===== src/rtl/alu_request_arbiter.sv =====
// alu_request_arbiter
//   Shares one I-type ALU between two requesters. A round-robin arbiter
//   accepts one request at a time. The accepted operands are driven to the
//   ALU for a single ISSUE cycle, and the ALU status and result are sampled
//   ALU_LATENCY cycles later. The response is then held until the owning
//   requester accepts it.
//
//   Handshakes: a transfer happens on a rising clk edge where valid and
//   ready are both high. Ready never depends on the same requester's data.
//   Valid/data stay stable until the transfer edge.
//
// Ports
//   clk, rst_n                 clock, asynchronous active-low reset
//   req_valid/req_ready [1:0]  per-requester request handshake
//   req_opcode_i, req_funct3_i, req_rs1_i, req_imm_i   request operands
//   rsp_valid [1:0]            one-hot response valid (bit = owner)
//   rsp_ready [1:0]            per-requester response accept
//   rsp_result, rsp_error      shared response payload
//   alu_opcode, alu_subfunction_3, alu_rs1, alu_imm    ALU operands
//   alu_active, alu_decoding_error, alu_result         registered ALU outputs
//   dbg_state                  current FSM state (IDLE=0 ISSUE=1 WAIT=2 RESPOND=3)
module alu_request_arbiter #(
  parameter int unsigned ALU_LATENCY = 1
) (
  input  logic        clk,
  input  logic        rst_n,
  input  logic [1:0]  req_valid,
  output logic [1:0]  req_ready,
  input  logic [6:0]  req_opcode_0,
  input  logic [6:0]  req_opcode_1,
  input  logic [2:0]  req_funct3_0,
  input  logic [2:0]  req_funct3_1,
  input  logic [31:0] req_rs1_0,
  input  logic [31:0] req_rs1_1,
  input  logic [31:0] req_imm_0,
  input  logic [31:0] req_imm_1,
  output logic [1:0]  rsp_valid,
  input  logic [1:0]  rsp_ready,
  output logic [31:0] rsp_result,
  output logic        rsp_error,
  output logic [6:0]  alu_opcode,
  output logic [2:0]  alu_subfunction_3,
  output logic [31:0] alu_rs1,
  output logic [31:0] alu_imm,
  input  logic        alu_active,
  input  logic        alu_decoding_error,
  input  logic [31:0] alu_result,
  output logic [1:0]  dbg_state
);

  // Out-of-range latencies are clamped so the 3-bit counter never wraps.
  localparam int unsigned LAT_C = (ALU_LATENCY < 1) ? 1 :
                                  ((ALU_LATENCY > 7) ? 7 : ALU_LATENCY);
  localparam logic [2:0]  LAT   = 3'(LAT_C);

  typedef enum logic [1:0] {
    S_IDLE    = 2'd0,
    S_ISSUE   = 2'd1,
    S_WAIT    = 2'd2,
    S_RESPOND = 2'd3
  } state_t;

  state_t      state;
  state_t      state_next;
  logic        last_grant;
  logic        grant_idx;
  logic        handshake;
  logic [2:0]  wait_cnt;
  logic        op_idx;
  logic [6:0]  op_opcode;
  logic [2:0]  op_funct3;
  logic [31:0] op_rs1;
  logic [31:0] op_imm;

  // State register
  always_ff @(posedge clk or negedge rst_n) begin
    if (!rst_n) state <= S_IDLE;
    else        state <= state_next;
  end

  // Next state and FSM-driven outputs
  always_comb begin
    state_next = state;
    req_ready  = 2'b00;
    rsp_valid  = 2'b00;
    alu_opcode = 7'h00;
    handshake  = 1'b0;
    // On contention, the requester that did not win last time is granted.
    // With a single valid request, bit 1 alone selects requester 1.
    grant_idx  = (&req_valid) ? ~last_grant : req_valid[1];
    case (state)
      S_IDLE: begin
        // rst_n gating keeps ready low for the whole reset assertion.
        if (rst_n && (|req_valid)) begin
          req_ready  = grant_idx ? 2'b10 : 2'b01;
          handshake  = 1'b1;
          state_next = S_ISSUE;
        end
      end
      S_ISSUE: begin
        alu_opcode = op_opcode;
        state_next = S_WAIT;
      end
      S_WAIT: begin
        if (wait_cnt == 3'd1) state_next = S_RESPOND;
      end
      S_RESPOND: begin
        rsp_valid = op_idx ? 2'b10 : 2'b01;
        if (rsp_ready[op_idx]) state_next = S_IDLE;
      end
      default: state_next = S_IDLE;
    endcase
  end

  // Operand capture, wait counter and response sampling
  always_ff @(posedge clk or negedge rst_n) begin
    if (!rst_n) begin
      last_grant <= 1'b1;
      wait_cnt   <= 3'd0;
      op_idx     <= 1'b0;
      op_opcode  <= 7'h00;
      op_funct3  <= 3'h0;
      op_rs1     <= 32'h0;
      op_imm     <= 32'h0;
      rsp_result <= 32'h0;
      rsp_error  <= 1'b0;
    end else begin
      if (handshake) begin
        op_idx     <= grant_idx;
        last_grant <= grant_idx;
        op_opcode  <= grant_idx ? req_opcode_1 : req_opcode_0;
        op_funct3  <= grant_idx ? req_funct3_1 : req_funct3_0;
        op_rs1     <= grant_idx ? req_rs1_1    : req_rs1_0;
        op_imm     <= grant_idx ? req_imm_1    : req_imm_0;
      end
      if (state == S_ISSUE) wait_cnt <= LAT;
      if (state == S_WAIT) begin
        wait_cnt <= wait_cnt - 3'd1;
        if (wait_cnt == 3'd1) begin
          // An inactive ALU means it refused the opcode: report a timeout.
          rsp_result <= alu_active ? alu_result : 32'h0;
          rsp_error  <= alu_active ? alu_decoding_error : 1'b1;
        end
      end
    end
  end

  // Non-opcode operands simply hold the captured values; the ALU ignores
  // them while alu_opcode is zero.
  assign alu_subfunction_3 = op_funct3;
  assign alu_rs1           = op_rs1;
  assign alu_imm           = op_imm;
  assign dbg_state         = state;

endmodule


===== config.mk =====
export PLATFORM = sky130hd
export DESIGN_NAME = alu_request_arbiter
export DESIGN_NICKNAME = d
export VERILOG_FILES = /design/src/rtl/alu_request_arbiter.sv
export SDC_FILE = /design/constraint.sdc
export NUM_CORES = 1
export LEC_CHECK = 0
export CORE_MARGIN = 2
export CORE_UTILIZATION = 37
export DETAILED_ROUTE_END_ITERATION = 16
export GPL_TIMING_DRIVEN = 0
export PLACE_DENSITY = 0.8
export SLEW_MARGIN = 20
export SYNTH_ARGS = -nofsm -noshare
export SYNTH_HDL_FRONTEND = slang
export SYNTH_SLANG_ARGS = --single-unit

===== constraint.sdc =====
create_clock -name clk -period 2.1 [get_ports clk]
set_clock_uncertainty 0.2 [all_clocks]
set_input_delay 0.42 -clock clk [delete_from_list [all_inputs] [get_ports clk]]
set_output_delay 0.42 -clock clk [all_outputs]
set_load 0.03 [all_outputs]

==> flow_summary.ini <==
[min_path]
hp-class = in -> async

[power_and_ir_drop]
vdd_ir_drop_max_uv = 861.1
power_density_nw_per_um2 = 1426
p_leak_nw = 4.286
p_total_mw = 13.00

[timing]
finalHoldViolations = 60
fin_ws_ns = -0.08287
slew_headroom_pct = 67.67
setup_viol = 4
post-route-min-period_ns = 2.183
fin_hold_ws_ns = -0.3075
period_share_pct = 103.9
max_slew.worst_pin.slew_ns = 0.4849
rsz0062_at_grt = true
drv_slew = 0
max_freq_mhz = 458.1

[routing]
dr.first_iter.drc_count = 275
wl_per_cell_um = 19.03
vias_per_cell = 5.141
wirelength_um = 18390
vias = 4966
ant_nets = 0
drc = 0
first_pass_iters = 5

[worst_setup_path]
crit_top_cell = buf_6
slowest_stage = clkdlybuf4s50_1
path_max_fanout = 4
crit_required_ns = 1.48
slowest_delay_ns = 0.61
crit_arrival_ns = 1.56
worstSetupPathType = in -> out
path_cells = clkdlybuf4s50_1 > nand3_2 > a21oi_2 > buf_6 > buf_6
crit_path_end_kind = primary output
worst_setup_path_start_kind = input pin

[yosys]
synth_fp_nets = 636
synth-xor-area-share_pct = 0
yosys_warnings = 0
yosysTopAreaCellShare_pct = 56.53
synthAdderAreaFrac_pct = 1.751
ys_seq_elements = 114
synth-simple-area-share_pct = 16.21
synthCells = 441
async_flop_share_pct = 100.0
synth_edf_count = 0
synth-main-ff-cell = dfrtp_1
synth_top_family_by_area = compound AO/OA/AOI/OAI gates
synthMuxAreaShare_pct = 0.6003
yosysMostFrequentCell = dfrtp_1
ys_types = 25
yosysTopAreaCell = dfrtp_1
synth-compound-area-share_pct = 19.88
synth_area_um2 = 5002
synthTopCellsByCount = 113 x dfrtp_1, 74 x a221o_1, 66 x and2_0, 66 x nand2_1, 35 x o21ai_0
syn_area_per_cell_um2 = 11.34
ys_seq_area_share_pct = 57.05
synth_area_leaders = dfrtp_1 57%, a221o_1 15%, and2_0 8.3%, nand2_1 5.0%, o21ai_0 3.5%

[clock_tree]
path_clk_slew_ns = 0.05
cts_made_buffers = 17
cts_tree = yes
cts_buffer_depth = 2
clock-root-buffer = clkbuf_16
clkLatencyLatePin_ns = 0.40
cts_htree_levels = 4
cts_sinks = 114

[finish]
multi_input_area_um2 = 1989
fin_cells = 966
ff_latch_area_um2 = 2855
final_core_util_pct = 68.81
nFillCells = 990
antenna_cells = 0
syn2layout_area_growth_pct = 82.17
final_nets = 974
drive_gt1_share_pct = 13.04

[die]
die_w_um = 120.3
core-area_um2 = 13240
row_count = 42
die-height_um = 120.3
ios = 301
die-area_um2 = 14470
start_util_pct = 37.77

[flow_run]
cap_violations = 0

[global_route]
track_usage_pct = 25.62
grt_pass1_vias = 5264
grt_max_degree = 63
grt_pass1_wl_um = 28120
grt-ovfl-total = 0
antenna_found_initial = 0

[outcome]
status = complete, but fails checks
violations = negative hold slack, negative setup slack

[placed_design]
gp_congestion = 0.8905
dp_hpwl_um = 13550
portBuffers = 299
placedCellCount = 917
-- placed cells by master, fill, tap and decap left out, types with 2 or more instances in the layout --
cell type          n
clkbuf_16         17
clkdlybuf4s50_1  250
ha_4               2
and2_0            66
and2_4             7
a22o_1             2
buf_4             27
clkbuf_8           5
nand2_1           66
nand3_2            2
mux2i_1            3
buf_2              7
dlymetal6s2s_1    27
dlygate4sd2_1     10
ha_1               4
inv_1              5
clkbuf_1          13
nand3b_1           2
dfrtp_1          112
o21ai_0           35
clkbuf_2           3
nor2b_1            2
a221o_1           74
clkinv_2           4
and2_1             9
a21oi_1            3
buf_6             16
-- report_power, final --
group / internal, mW / switching (mW) / leakage, nW
combinational: 3.08 / 3.65 / 2.58
clock: 1.64 / 0.934 / 0.265
sequential: 3.15 / 0.544 / 1.44
-- path summary, 6_finish.rpt --
check	from	endpoint	slack, ns	cells after the start
max reg2reg	dbg_state[0]$_DFFE_PN0P_	alu_imm[12]$_DFFE_PN0P_	0.09	9
max	req_valid[1]	req_ready[1]	-0.08	5
min in group clk	alu_active	rsp_result[0]$_DFFE_PN0P_	0.16	3
min	rst_n	alu_rs1[22]$_DFFE_PN0P_	-0.31	1
min reg2reg	rsp_result[23]$_DFFE_PN0P_	rsp_result[23]$_DFFE_PN0P_	0.28	2
max in group asynchronous	rst_n	rsp_result[0]$_DFFE_PN0P_	1.37	2
-- flip-flops by register name, summed over array words and instances, names as in the netlist --
register	cells
alu_imm	32
alu_rs1	32
alu_subfunction_3	3
dbg_state	2
last_grant	1
op_idx	1
op_opcode	7
rsp_error	1
rsp_result	32
wait_cnt	3
-- critical path, delay by kind of cell --
kind            cells  cell delay (ns)
compound gates      1             0.15
buf+inv             3             0.86
simple gates        1             0.12
-- cells by family after synthesis --
| logic type | Yosys count |
|---|---|
| AND/OR/NAND/NOR | 156 |
| adder cells (fa/ha/maj) | 7 |
| buffers and inverters | 42 |
| flip-flops | 114 |
| AO/OA/AOI/OAI | 119 |
| multiplexers | 3 |
-- layer usage --
layer / routed length [µm] / track usage [%]
met5: 0 / 0
met4: 408 / 8.939
met2: 9440 / 45.31
met3: 1522 / 8.019
met1: 7014 / 29.25
-- what timing repair did --
item	4_1_cts	5_1_grt
pin swaps	1	2
hold endpoints to repair	60	60
endpoints found under the setup margin	89	67
cloned	1	0
buffers inserted	12	6
resized for setup	109	45
-- through the flow --
step | area [µm²] | setup slack, ns | hold WS [ns] | setup TNS, ns
floorplan | 5002 | 0.04431 | -0.07559 | 0
global placement | 8215 | -4.981 | 0.2617 | -821.58
detailed placement | 8244 | -1.240 | 0.2446 | -42.71
CTS | 8977 | -0.07618 | -0.2932 | -0.2332
global route | 9112 | -0.1679 | -0.2840 | -1.059
finish | 9112 | -0.08287 | -0.3075 | -0.1619
-- layout make-up --
class	count	share of cell area, %
clock inverter	5	0.3021
multi-input combinational	285	21.83
buffer	35	2.540
inverter	7	0.3158
clock buffer	25	5.547
tap	176	2.417
sequential	114	31.33
timing repair buffer	319	35.71
No activity file was read; power rests on OpenSTA's default activity.
